File: src/rtl/laji_fetch_pkg.sv
// Shared types and constants for the laji instruction-fetch stage.
package laji_fetch_pkg;

    localparam int          DEF_PC_WIDTH   = 32;
    localparam int          DEF_INST_WIDTH = 32;
    localparam logic [31:0] DEF_RESET_PC   = 32'h0000_0000;
    localparam int          INST_BYTES     = 4;

    typedef struct packed {
        logic [DEF_PC_WIDTH-1:0]   pc;
        logic [DEF_INST_WIDTH-1:0] inst;
    } fetch_bundle_t;

    typedef enum logic [0:0] {
        ST_RUN    = 1'b0,
        ST_HALTED = 1'b1
    } fetch_state_e;

endpackage

File: src/rtl/laji_fetch_buf.sv
// Two-entry {pc, inst} FIFO with the head at entry 0; pop shifts entry 1 down.
module laji_fetch_buf #(
    parameter int PC_WIDTH   = 32,
    parameter int INST_WIDTH = 32
) (
    input  logic                  clk,
    input  logic                  rst,
    input  logic                  push_i,
    input  logic                  pop_i,
    input  logic                  flush_i,
    input  logic [PC_WIDTH-1:0]   push_pc_i,
    input  logic [INST_WIDTH-1:0] push_inst_i,
    output logic [1:0]            count_o,
    output logic [PC_WIDTH-1:0]   head_pc_o,
    output logic [INST_WIDTH-1:0] head_inst_o
);

    logic [PC_WIDTH-1:0]   pc_q   [2];
    logic [PC_WIDTH-1:0]   pc_d   [2];
    logic [INST_WIDTH-1:0] inst_q [2];
    logic [INST_WIDTH-1:0] inst_d [2];
    logic [1:0]            count_q;
    logic [1:0]            count_d;

    // Next-state: flush wins; push to a full buffer or pop from an empty one is ignored.
    always_comb begin
        pc_d    = pc_q;
        inst_d  = inst_q;
        count_d = count_q;
        if (flush_i) begin
            count_d = 2'd0;
        end else begin
            case ({push_i, pop_i})
                2'b10: begin
                    if (count_q == 2'd0) begin
                        pc_d[0] = push_pc_i;  inst_d[0] = push_inst_i;  count_d = 2'd1;
                    end else if (count_q == 2'd1) begin
                        pc_d[1] = push_pc_i;  inst_d[1] = push_inst_i;  count_d = 2'd2;
                    end else begin
                        count_d = count_q;
                    end
                end
                2'b01: begin
                    if (count_q != 2'd0) begin
                        pc_d[0] = pc_q[1];  inst_d[0] = inst_q[1];  count_d = count_q - 2'd1;
                    end else begin
                        count_d = count_q;
                    end
                end
                2'b11: begin
                    if (count_q == 2'd2) begin
                        pc_d[0] = pc_q[1];    inst_d[0] = inst_q[1];
                        pc_d[1] = push_pc_i;  inst_d[1] = push_inst_i;
                    end else begin
                        pc_d[0] = push_pc_i;  inst_d[0] = push_inst_i;
                    end
                end
                default: begin
                    count_d = count_q;
                end
            endcase
        end
    end

    // Storage and occupancy registers.
    always_ff @(posedge clk) begin
        if (rst) begin
            count_q <= 2'd0;
        end else begin
            count_q <= count_d;
        end
        pc_q   <= pc_d;
        inst_q <= inst_d;
    end

    assign count_o     = count_q;
    assign head_pc_o   = pc_q[0];
    assign head_inst_o = inst_q[0];

endmodule

File: src/rtl/laji_fetch_stage.sv
// Instruction-fetch stage: PC and issue control, response bypass/buffering,
// redirect flush and sticky halt.
module laji_fetch_stage
    import laji_fetch_pkg::*;
#(
    parameter int                  PC_WIDTH   = DEF_PC_WIDTH,
    parameter int                  INST_WIDTH = DEF_INST_WIDTH,
    parameter logic [PC_WIDTH-1:0] RESET_PC   = PC_WIDTH'(DEF_RESET_PC),
    parameter int                  BUF_DEPTH  = 2
) (
    input  logic                  clk,
    input  logic                  rst,
    input  logic                  en,
    output logic [PC_WIDTH-1:0]   imem_addr,
    output logic                  imem_rd,
    input  logic [INST_WIDTH-1:0] imem_data,
    input  logic                  redirect_valid,
    input  logic [PC_WIDTH-1:0]   redirect_pc,
    input  logic                  halt,
    output logic                  out_valid,
    input  logic                  out_ready,
    output logic [PC_WIDTH-1:0]   out_pc,
    output logic [PC_WIDTH-1:0]   out_pc_plus4,
    output logic [INST_WIDTH-1:0] out_inst,
    output logic                  halted
);

    localparam int CNT_W = $clog2(BUF_DEPTH + 1);

    logic [PC_WIDTH-1:0]   fetch_pc_q, fetch_pc_d;
    logic [PC_WIDTH-1:0]   inflight_pc_q, inflight_pc_d;
    logic                  inflight_q, inflight_d;
    fetch_state_e          state_q, state_d;

    logic [CNT_W-1:0]      buf_count_s;
    logic [PC_WIDTH-1:0]   head_pc_s;
    logic [INST_WIDTH-1:0] head_inst_s;
    logic                  push_s, pop_s;
    logic [PC_WIDTH-1:0]   target_s, addr_s, pc_s;
    logic [INST_WIDTH-1:0] inst_s;
    logic                  valid_s, deq_s, issue_ok_s, issue_s;

    laji_fetch_buf #(.PC_WIDTH(PC_WIDTH), .INST_WIDTH(INST_WIDTH)) u_buf (
        .clk         (clk),
        .rst         (rst),
        .push_i      (push_s),
        .pop_i       (pop_s),
        .flush_i     (redirect_valid),
        .push_pc_i   (inflight_pc_q),
        .push_inst_i (imem_data),
        .count_o     (buf_count_s),
        .head_pc_o   (head_pc_s),
        .head_inst_o (head_inst_s)
    );

    // Output select, issue decision and buffer control.
    always_comb begin
        target_s   = redirect_pc & ~PC_WIDTH'(3);
        valid_s    = 1'b0;
        pc_s       = '0;
        inst_s     = '0;
        issue_ok_s = en & (state_q == ST_RUN) & ~halt;
        if (redirect_valid) begin
            valid_s = 1'b0;
        end else if (buf_count_s != '0) begin
            valid_s = 1'b1;  pc_s = head_pc_s;      inst_s = head_inst_s;
        end else if (inflight_q) begin
            valid_s = 1'b1;  pc_s = inflight_pc_q;  inst_s = imem_data;
        end else begin
            valid_s = 1'b0;
        end
        deq_s = valid_s & out_ready;
        // Redirect treats buffer and in-flight read as already gone.
        if (redirect_valid) begin
            addr_s  = target_s;
            issue_s = issue_ok_s;
            push_s  = 1'b0;
            pop_s   = 1'b0;
        end else begin
            addr_s  = fetch_pc_q;
            issue_s = issue_ok_s &
                      (({1'b0, buf_count_s} + {{CNT_W{1'b0}}, inflight_q}) <=
                       ((CNT_W+1)'(1) + {{CNT_W{1'b0}}, deq_s}));
            push_s  = inflight_q & ~(deq_s & (buf_count_s == '0));
            pop_s   = deq_s & (buf_count_s != '0);
        end
    end

    // Next PC, in-flight tracking and halt FSM.
    always_comb begin
        inflight_d    = issue_s;
        inflight_pc_d = inflight_pc_q;
        fetch_pc_d    = fetch_pc_q;
        if (issue_s) begin
            inflight_pc_d = addr_s;
            fetch_pc_d    = addr_s + PC_WIDTH'(INST_BYTES);
        end else if (redirect_valid) begin
            fetch_pc_d = target_s;
        end else begin
            fetch_pc_d = fetch_pc_q;
        end
        case (state_q)
            ST_RUN:    state_d = halt ? ST_HALTED : ST_RUN;
            ST_HALTED: state_d = ST_HALTED;
            default:   state_d = ST_RUN;
        endcase
    end

    // Stage state registers.
    always_ff @(posedge clk) begin
        if (rst) begin
            fetch_pc_q    <= RESET_PC;
            inflight_q    <= 1'b0;
            inflight_pc_q <= '0;
            state_q       <= ST_RUN;
        end else begin
            fetch_pc_q    <= fetch_pc_d;
            inflight_q    <= inflight_d;
            inflight_pc_q <= inflight_pc_d;
            state_q       <= state_d;
        end
    end

    // Outputs are forced quiet while reset is asserted.
    always_comb begin
        if (rst) begin
            imem_addr    = '0;
            imem_rd      = 1'b0;
            out_valid    = 1'b0;
            out_pc       = '0;
            out_pc_plus4 = '0;
            out_inst     = '0;
            halted       = 1'b0;
        end else begin
            imem_addr    = addr_s;
            imem_rd      = issue_s;
            out_valid    = valid_s;
            out_pc       = pc_s;
            out_pc_plus4 = pc_s + PC_WIDTH'(INST_BYTES);
            out_inst     = inst_s;
            halted       = (state_q == ST_HALTED);
        end
    end

endmodule

File: config.mk
export PLATFORM = sky130hd
export DESIGN_NAME = laji_fetch_stage
export DESIGN_NICKNAME = d
export VERILOG_FILES = /design/src/rtl/laji_fetch_pkg.sv /design/src/rtl/laji_fetch_buf.sv /design/src/rtl/laji_fetch_stage.sv
export SDC_FILE = /design/constraint.sdc
export NUM_CORES = 1
export LEC_CHECK = 0
export ABC_AREA = 1
export CELL_PAD_IN_SITES_DETAIL_PLACEMENT = 1
export CELL_PAD_IN_SITES_GLOBAL_PLACEMENT = 1
export CORE_MARGIN = 2
export CORE_UTILIZATION = 39
export DETAILED_ROUTE_END_ITERATION = 8
export GPL_TIMING_DRIVEN = 0
export PLACE_DENSITY = 0.8
export SLEW_MARGIN = 40
export SYNTH_ARGS = -nofsm -noshare
export SYNTH_HDL_FRONTEND = slang
export SYNTH_SLANG_ARGS = --single-unit
export TNS_END_PERCENT = 20
File: constraint.sdc
create_clock -name clk -period 14.9 [get_ports clk]
set_clock_uncertainty 0.1 [all_clocks]
set_input_delay 3.725 -clock clk [delete_from_list [all_inputs] [get_ports clk]]
set_output_delay 3.725 -clock clk [all_outputs]
set_load 0.02 [all_outputs]
==> qor.csv, run 1 <==
stage;metric;value;unit
logic_synthesis;Post-Synthesis Cells;1474;
run_status;status;complete, no violations;
floorplan;die area;0.0297;mm2
detailed_routing;antenna-violating nets left;0;
logic_synthesis;Commonest cells post-synth;nand2_1 (373), inv_1 (190), nor2_1 (168);
power_and_ir_drop;overall power;1.26;mW
logic_synthesis;ys async rst share;0;%
power_and_ir_drop;Worst VDD drop;51.4;uV
global_route;vias in the first global route;11700;
logic_synthesis;share of the yosys chip area belonging to registers;47.1;%
cells_and_area;share of cells above drive strength 1;8.62;%
global_route;Global Route Usage Sum;28.8;%
clocking;H-tree levels;4;
detailed_routing;WL per Instance;19.7;um
global_route;largest net degree at the start of global routing;23;
logic_synthesis;Net Count, Synth;1557;
sta;Pins Over Slew Limit;0;
detailed_routing;routed wire length on met3;2.39;mm
floorplan;Starting Density;39.6;%
floorplan;Die W;172;um
logic_synthesis;Synth area leader;edfxtp_1;
cells_and_area;Antenna Cells;0;
power_and_ir_drop;power per cell area;88.0;mW/mm2
logic_synthesis;post-synthesis cell area;0.0110;mm2
run;max cap viols;0;
detailed_routing;WL met2;20.9;mm
sta;Min Clock Period, post-route;11.51;ns
logic_synthesis;Unique masters post-synth;43;
sta;RSZ-0062 raised after global routing;no;
logic_synthesis;Post-synth top flop;edfxtp_1;
clocking;Longest Clk Path Bufs;2;
clocking;CTS buffer count;17;
floorplan;boundary pin count;201;
clocking;TritonCTS clock tree;done;
setup_path;Crit path arrival time;7.68;ns
detailed_routing;max layer used;met5;
logic_synthesis;cell with the most instances after synthesis;nand2_1;
clocking;postcts setup bufs;0;
clocking;cts hold-fix bufs;0;
logic_synthesis;EDFF count, synth;128;
cells_and_area;P&R area growth vs syn;29.4;%
cells_and_area;Post-Route Utilization;51.3;%
sta;Max Freq;0.0869;GHz
global_route;antenna violations before repair;1;
floorplan;Vert. Die Dim;172;um
global_route;global-route wire length before repair;64.6;mm
logic_synthesis;Synth top area share;34.8;%
sta;setup ws final;3.39;ns
clocking;post_cts resized;0;
setup_path;Critical Path RT;11.07;ns
logic_synthesis;synth top area cells;edfxtp_1 (35%), nand2_1 (13%), dfxtp_1 (12%), inv_1 (6.5%), nand3_1 (6.0%);
placement;IO buf count;198;
setup_path;CP Launch Type;input port;
logic_synthesis;Seq cells post-synth;196;
sta;Max-slew headroom;45.8;%
clocking;Root Buffer Master;clkbuf_16;
floorplan;core area;0.0279;mm2
min_path;min-delay worst type;reg -> reg;
global_route;GRT Residual Overflow;0;
clocking;Worst-Skew Late Latency;0.46;ns
detailed_routing;DRT iter0 DRCs;723;
detailed_routing;WL met1;17.2;mm
logic_synthesis;Synth Warn #;0;
detailed_routing;DR pass1 iterations;5;
clocking;clock net sink count;196;
detailed_routing;final WL;41.6;mm
cells_and_area;Layout Nets;1799;
sta;final hold violation count;0;
power_and_ir_drop;LEAKAGE;5.52;nW
placement;GP Congestion;0.974;
clocking;Clk pin slew, worst setup/hold paths;0.08;ns
detailed_routing;Vias/cell;5.30;
sta;Final setup viols;0;
detailed_routing;Post-route DRC;0;
sta;Tcrit/Tclk final;77.2;%
setup_path;nature of the critical path endpoint;output pin;
setup_path;crit path kind;in -> out;
placement;hpwl dp;31.8;mm
setup_path;crit path max fanout;10;
placement;dpl ws;3.38;ns
logic_synthesis;syn_area_per_cell;7.49;um2
detailed_routing;Vias;11200;
sta;Worst Max-Slew Pin Slew;0.813;ns
floorplan;Cell Rows;61;
cells in the final DEF (no fill, tap or decap), types with 2 or more instances in the layout:
| master | n |
|---|---|
| clkbuf_16 | 17 |
| nor3_1 | 11 |
| clkdlybuf4s50_1 | 198 |
| inv_8 | 4 |
| nor3_2 | 2 |
| nor2_4 | 6 |
| o22ai_1 | 2 |
| buf_6 | 11 |
| inv_1 | 190 |
| a211oi_1 | 7 |
| nand2_2 | 17 |
| nand2_1 | 373 |
| ha_1 | 12 |
| buf_2 | 43 |
| nor2_2 | 15 |
| a21oi_1 | 80 |
| o211ai_1 | 2 |
| inv_12 | 2 |
| o21a_1 | 3 |
| buf_4 | 7 |
| inv_6 | 2 |
| o21ai_1 | 24 |
| dfxtp_1 | 68 |
| clkinv_1 | 2 |
| o21bai_1 | 3 |
| o31ai_1 | 3 |
| nand4_1 | 9 |
| buf_8 | 2 |
| edfxtp_1 | 128 |
| o21ai_0 | 119 |
| buf_1 | 4 |
| nor2_1 | 168 |
| inv_2 | 2 |
| o21ai_2 | 6 |
| clkinv_8 | 4 |
| nand3_1 | 132 |
| clkbuf_1 | 36 |
worst paths after layout:
kind                            slack (ns)               from  cells past startpoint              to
worst max register to register       10.65   u_buf.count_o[1]                     16   u_buf.pc_q[2]
worst min-delay path                  0.34  inflight_pc_q[10]                      0  u_buf.pc_q[10]
worst min register to register        0.34  inflight_pc_q[10]                      0  u_buf.pc_q[10]
worst max-delay path                  3.39     redirect_valid                     16         imem_rd
flip-flops by register name, summed over array words and instances (netlist names):
name and cells:
fetch_pc_q 32, inflight_pc_q 32, inflight_q 1, state_q 1
u_buf.count_o 2, u_buf.head_inst_o 32, u_buf.head_pc_o 32, u_buf.inst_q 32
u_buf.pc_q 32
final cells by class:
cell class	instances	area, um2
Fill cell	3484	13600
Tap cell	378	473
Clock buffer	17	425
Multi-Input combinational cell	1005	4680
Sequential cell	196	5200
Inverter	195	734
Buffer	78	442
Timing Repair Buffer	223	2110
Clock inverter	15	218
logic make-up after synthesis:
logic type	synth area share, %
AND/OR/NAND/NOR	28.5
multiplexers	0.0906
flip-flops	47.1
AO/OA/AOI/OAI	12.0
adder cells (fa/ha/maj)	1.54
buffers and inverters	10.7
layer usage:
metal,vias to the layer above,global-route usage (%)
met3,73,4.05
met4,2,9.76
met1,5465,35.4
met2,373,51.8
met5,-,0
li1,5262,-
stage by stage:
stage | area, um2 | hold slack, ns | std cells | setup TNS [ns]
5_1_grt | 14300 | 0.349 | 2107 | 0
3_3_place_gp | 13500 | 0.309 | 2050 | -77.27
4_1_cts | 14300 | 0.339 | 2107 | 0
2_1_floorplan | 11000 | 0.308 | 1474 | 0
6_report | 14300 | 0.338 | 2107 | 0
3_5_place_dp | 13600 | 0.318 | 2075 | 0
worst max-delay path: stages:
cell             delay [ns]
clkdlybuf4s50_1        0.51
buf_6                  0.19
buf_8                  0.17
buf_8                  0.16
buf_6                  0.20
nor2_1                 0.10
o21ai_0                0.36
fa_1                   0.50
nand3_1                0.10
nand2_1                0.08
nand2_1                0.09
nand2_2                0.12
buf_4                  0.23
buf_2                  0.19
nor2_1                 0.28
clkdlybuf4s50_1        0.67
where the power goes:
part / leakage [nW] / internal [mW] / switching [mW]
registers: 1.73 / 0.590 / 0.00601
logic: 3.48 / 0.0557 / 0.0991
clock network: 0.309 / 0.250 / 0.258
total: 5.52 / 0.895 / 0.363
Note: power is estimated with default switching activity, not from simulation.
==> run 2: changes to the inputs <==
--- a/config.mk
+++ b/config.mk
@@ -9,10 +9,10 @@
 export CELL_PAD_IN_SITES_DETAIL_PLACEMENT = 1
 export CELL_PAD_IN_SITES_GLOBAL_PLACEMENT = 1
 export CORE_MARGIN = 2
-export CORE_UTILIZATION = 39
+export CORE_UTILIZATION = 35
 export DETAILED_ROUTE_END_ITERATION = 8
 export GPL_TIMING_DRIVEN = 0
-export PLACE_DENSITY = 0.8
+export PLACE_DENSITY = 0.75
 export SLEW_MARGIN = 40
 export SYNTH_ARGS = -nofsm -noshare
 export SYNTH_HDL_FRONTEND = slang
==> constraint.sdc (replaced) <==
create_clock -name clk -period 9.5 [get_ports clk]
set_clock_uncertainty 0.1 [all_clocks]
set_input_delay 2.375 -clock clk [delete_from_list [all_inputs] [get_ports clk]]
set_output_delay 2.375 -clock clk [all_outputs]
set_load 0.02 [all_outputs]
==> run 2 against run 1 <==
Effect of this change:
- core utilization decreased by 5.7 points
- worst setup slack got worse by 2.7 ns
- highest routed layer is now met4
- via count decreased by 2.7%
- final area decreased by 0.16%
- flip-flop and latch count unchanged
- global-route usage decreased by 3.6 points
==> qor.csv, run 2 (same netlist as run 1, synthesis figures left out) <==
stage;metric;value;unit;change
cells_and_area;most frequent cells in the layout;nand2_1 (373), clkdlybuf4s50_1 (198), inv_1 (190);;
global_route;vias in the first global route;11300;;-3.8%
setup_path;CP Launch Type;input port;;
power_and_ir_drop;combinational fraction of design power;12.7;%;+0.4 points
setup_path;slowest cell delay on critical path;0.67;ns;about the same
cells_and_area;Non-Filler Instances;2126;;+0.90%
setup_path;nature of the critical path endpoint;output pin;;
setup_path;reg2reg end;u_buf.head_inst_o[31];;
floorplan;Die W;182;um;+5.4%
global_route;global-route wire length before repair;63.8;mm;-1.2%
power_and_ir_drop;switching power;529;uW;+46%
detailed_routing;DR pass1 iterations;6;;+1
global_route;GRT Residual Overflow;0;;unchanged
min_path;Endpoint, Worst Hold;u_buf.pc_q[28];;
placement;Post-DP Area;0.0137;mm2;+0.39%
clocking;TritonCTS clock tree;done;;
cells_and_area;Antenna Cells;0;;unchanged
global_route;largest net degree at the start of global routing;20;;-13%
min_path;hold wc startpoint;inflight_pc_q[28];;
power_and_ir_drop;internal power;1.39;mW;+55%
cells_and_area;Post-Route Utilization;45.6;%;-5.7 points
sta;Max Freq;0.113;GHz;
power_and_ir_drop;LEAKAGE;5.47;nW;-0.92%
clocking;Worst-Skew Late Latency;0.45;ns;about the same
setup_path;Critical Path RT;7.03;ns;-4.04 ns
cells_and_area;share of cells above drive strength 1;8.24;%;-0.38 points
setup_path;CP top delay family;buffers and inverters;;
power_and_ir_drop;Worst VDD drop;124;uV;+140%
power_and_ir_drop;power per cell area;134;mW/mm2;+53%
sta;Max-slew headroom;45.1;%;-0.68 points
clocking;post_cts resized;0;;unchanged
cells_and_area;Layout Nets;1794;;-0.28%
floorplan;Cell Rows;65;;+6.6%
sta;Tcrit/Tclk final;92.8;%;
setup_path;crit-path cells;clkdlybuf4s50_1 > buf_6 > buf_8 > buf_8 > buf_6 > nor2_1 > o21ai_0 > fa_1 > nand2_1 > nor2_1 > nor2_1 > nand2_1 > nand2_2 > buf_4 > buf_2 > nor2_1 > clkdlybuf4s50_1;;
detailed_routing;Vias;10900;;-2.7%
detailed_routing;final WL;41.4;mm;-0.33%
detailed_routing;DRT iter0 DRCs;734;;+1.5%
placement;IO buf count;198;;unchanged
floorplan;core area;0.0313;mm2;+12%
global_route;Global Route Usage Sum;25.2;%;-3.6 points
setup_path;critical path depth in cells;17;;+1
sta;RSZ-0062 raised after global routing;no;;
detailed_routing;WL per Instance;19.5;um;-1.2%
sta;Min Clock Period, post-route;8.82;ns;
run_status;status;complete, no violations;;
clocking;cts hold-fix bufs;0;;unchanged
clocking;Longest Clk Path Bufs;2;;unchanged
power_and_ir_drop;switching portion of total power;27.6;%;-1.2 points
placement;GP Congestion;0.910;;-6.6%
setup_path;crit path buf inv count;8;;unchanged
cells_and_area;post-route cell area;0.0143;mm2;-0.16%
cells_and_area;Filler Cells Inserted;3891;;+12%
clocking;Clk pin slew, worst setup/hold paths;0.08;ns;about the same
clocking;clock net sink count;196;;unchanged
min_path;Hold Crit Depth;0;;unchanged
detailed_routing;Post-route DRC;0;;unchanged
detailed_routing;antenna-violating nets left;0;;unchanged
cells_and_area;P&R area growth vs syn;29.2;%;
clocking;postcts setup bufs;0;;unchanged
clocking;Root Buffer Master;clkbuf_16;;
floorplan;Vert. Die Dim;182;um;+5.4%
power_and_ir_drop;Clock power frac;38.6;%;-1.7 points
placement;hpwl dp;32.0;mm;+0.47%
detailed_routing;Vias/cell;5.12;;-3.5%
sta;Final setup viols;0;;unchanged
clocking;CTS buffer count;17;;unchanged
clocking;H-tree levels;4;;unchanged
floorplan;boundary pin count;201;;unchanged
run;max cap viols;0;;unchanged
floorplan;die area;0.0330;mm2;+11%
sta;final hold violation count;0;;unchanged
setup_path;crit path kind;in -> out;;
power_and_ir_drop;Seq pwr share;48.8;%;+1.4 points
sta;Pins Over Slew Limit;0;;unchanged
cells_and_area;commonest non-fill, non-tap cell in the layout;nand2_1;;
setup_path;Most common cell on crit path;nor2_1;;
setup_path;crit path max fanout;10;;unchanged
setup_path;FF-to-FF path depth;13;;-3
placement;Inst Count DP;2094;;+0.92%
min_path;min-delay worst type;reg -> reg;;
floorplan;Starting Density;35.3;%;-4.4 points
sta;Worst Max-Slew Pin Slew;0.818;ns;+0.00473 ns
global_route;antenna violations before repair;0;;-1
setup_path;Crit path arrival time;6.34;ns;-1.34 ns
setup_path;FF-to-FF Start;u_buf.count_o[1];;
setup_path;Worst R2R Setup Slack;5.41;ns;-5.24 ns
setup_path;Critical-path top delay cell;clkdlybuf4s50_1;;
[run 2: cell count changes in the layout (fill, tap and decap cells not counted), sizes merged]
| cell | change |
|---|---|
| buf | -5 |
| clkbuf | +2 |
| clkinv | -3 |
| clkinvlp | -1 |
| inv | +2 |
[run 2: power by group through the flow]
stage / registers (mW) / clock network, mW / logic (mW)
2_1_floorplan: 0.951 / 0 / 0.129
3_3_place_gp: 0.953 / 0 / 0.234
3_5_place_dp: 0.954 / 0 / 0.241
4_1_cts: 0.934 / 0.742 / 0.242
5_1_grt: 0.936 / 0.773 / 0.265
6_report: 0.934 / 0.739 / 0.242
[run 2: routing by layer]
layer | track usage, % | part of all wire, %
met5 | 0 | 0
met4 | 10.6 | 3.7
met3 | 3.35 | 4.7
met2 | 43.0 | 48
met1 | 32.1 | 44
[run 2: final cells by class]
type,count,area [um2],area share (%)
clock inverters,13,138,0.965
flip-flops and latches,196,5200,36.5
repair buffers,218,2130,14.9
multi-input cells,1005,4680,32.8
plain buffers,78,443,3.11
clock buffers,19,433,3.04
inverters,195,734,5.15
well taps,402,503,3.53
[run 2: metrics by stage]
stage          hold slack [ns]  total power, mW  setup slack [ns]  setup TNS (ns)
2_1_floorplan            0.308             1.08             0.789               0
3_3_place_gp             0.309             1.19             -2.70         -246.09
3_5_place_dp             0.317             1.19             0.689               0
4_1_cts                  0.336             1.92             0.682               0
5_1_grt                  0.339             1.97             0.492               0
6_report                 0.338             1.92             0.681               0
[run 2: how the worst max path moves through the flow]
stage | from | endpoint | slack (ns)
floorplan | redirect_valid | u_buf.inst_q[0] | 0.79
global placement | redirect_valid | u_buf.pc_q[28] | -2.70
detailed placement | redirect_valid | imem_rd | 0.69
CTS | redirect_valid | imem_rd | 0.68
global route | redirect_valid | imem_rd | 0.49
finish | redirect_valid | imem_rd | 0.68
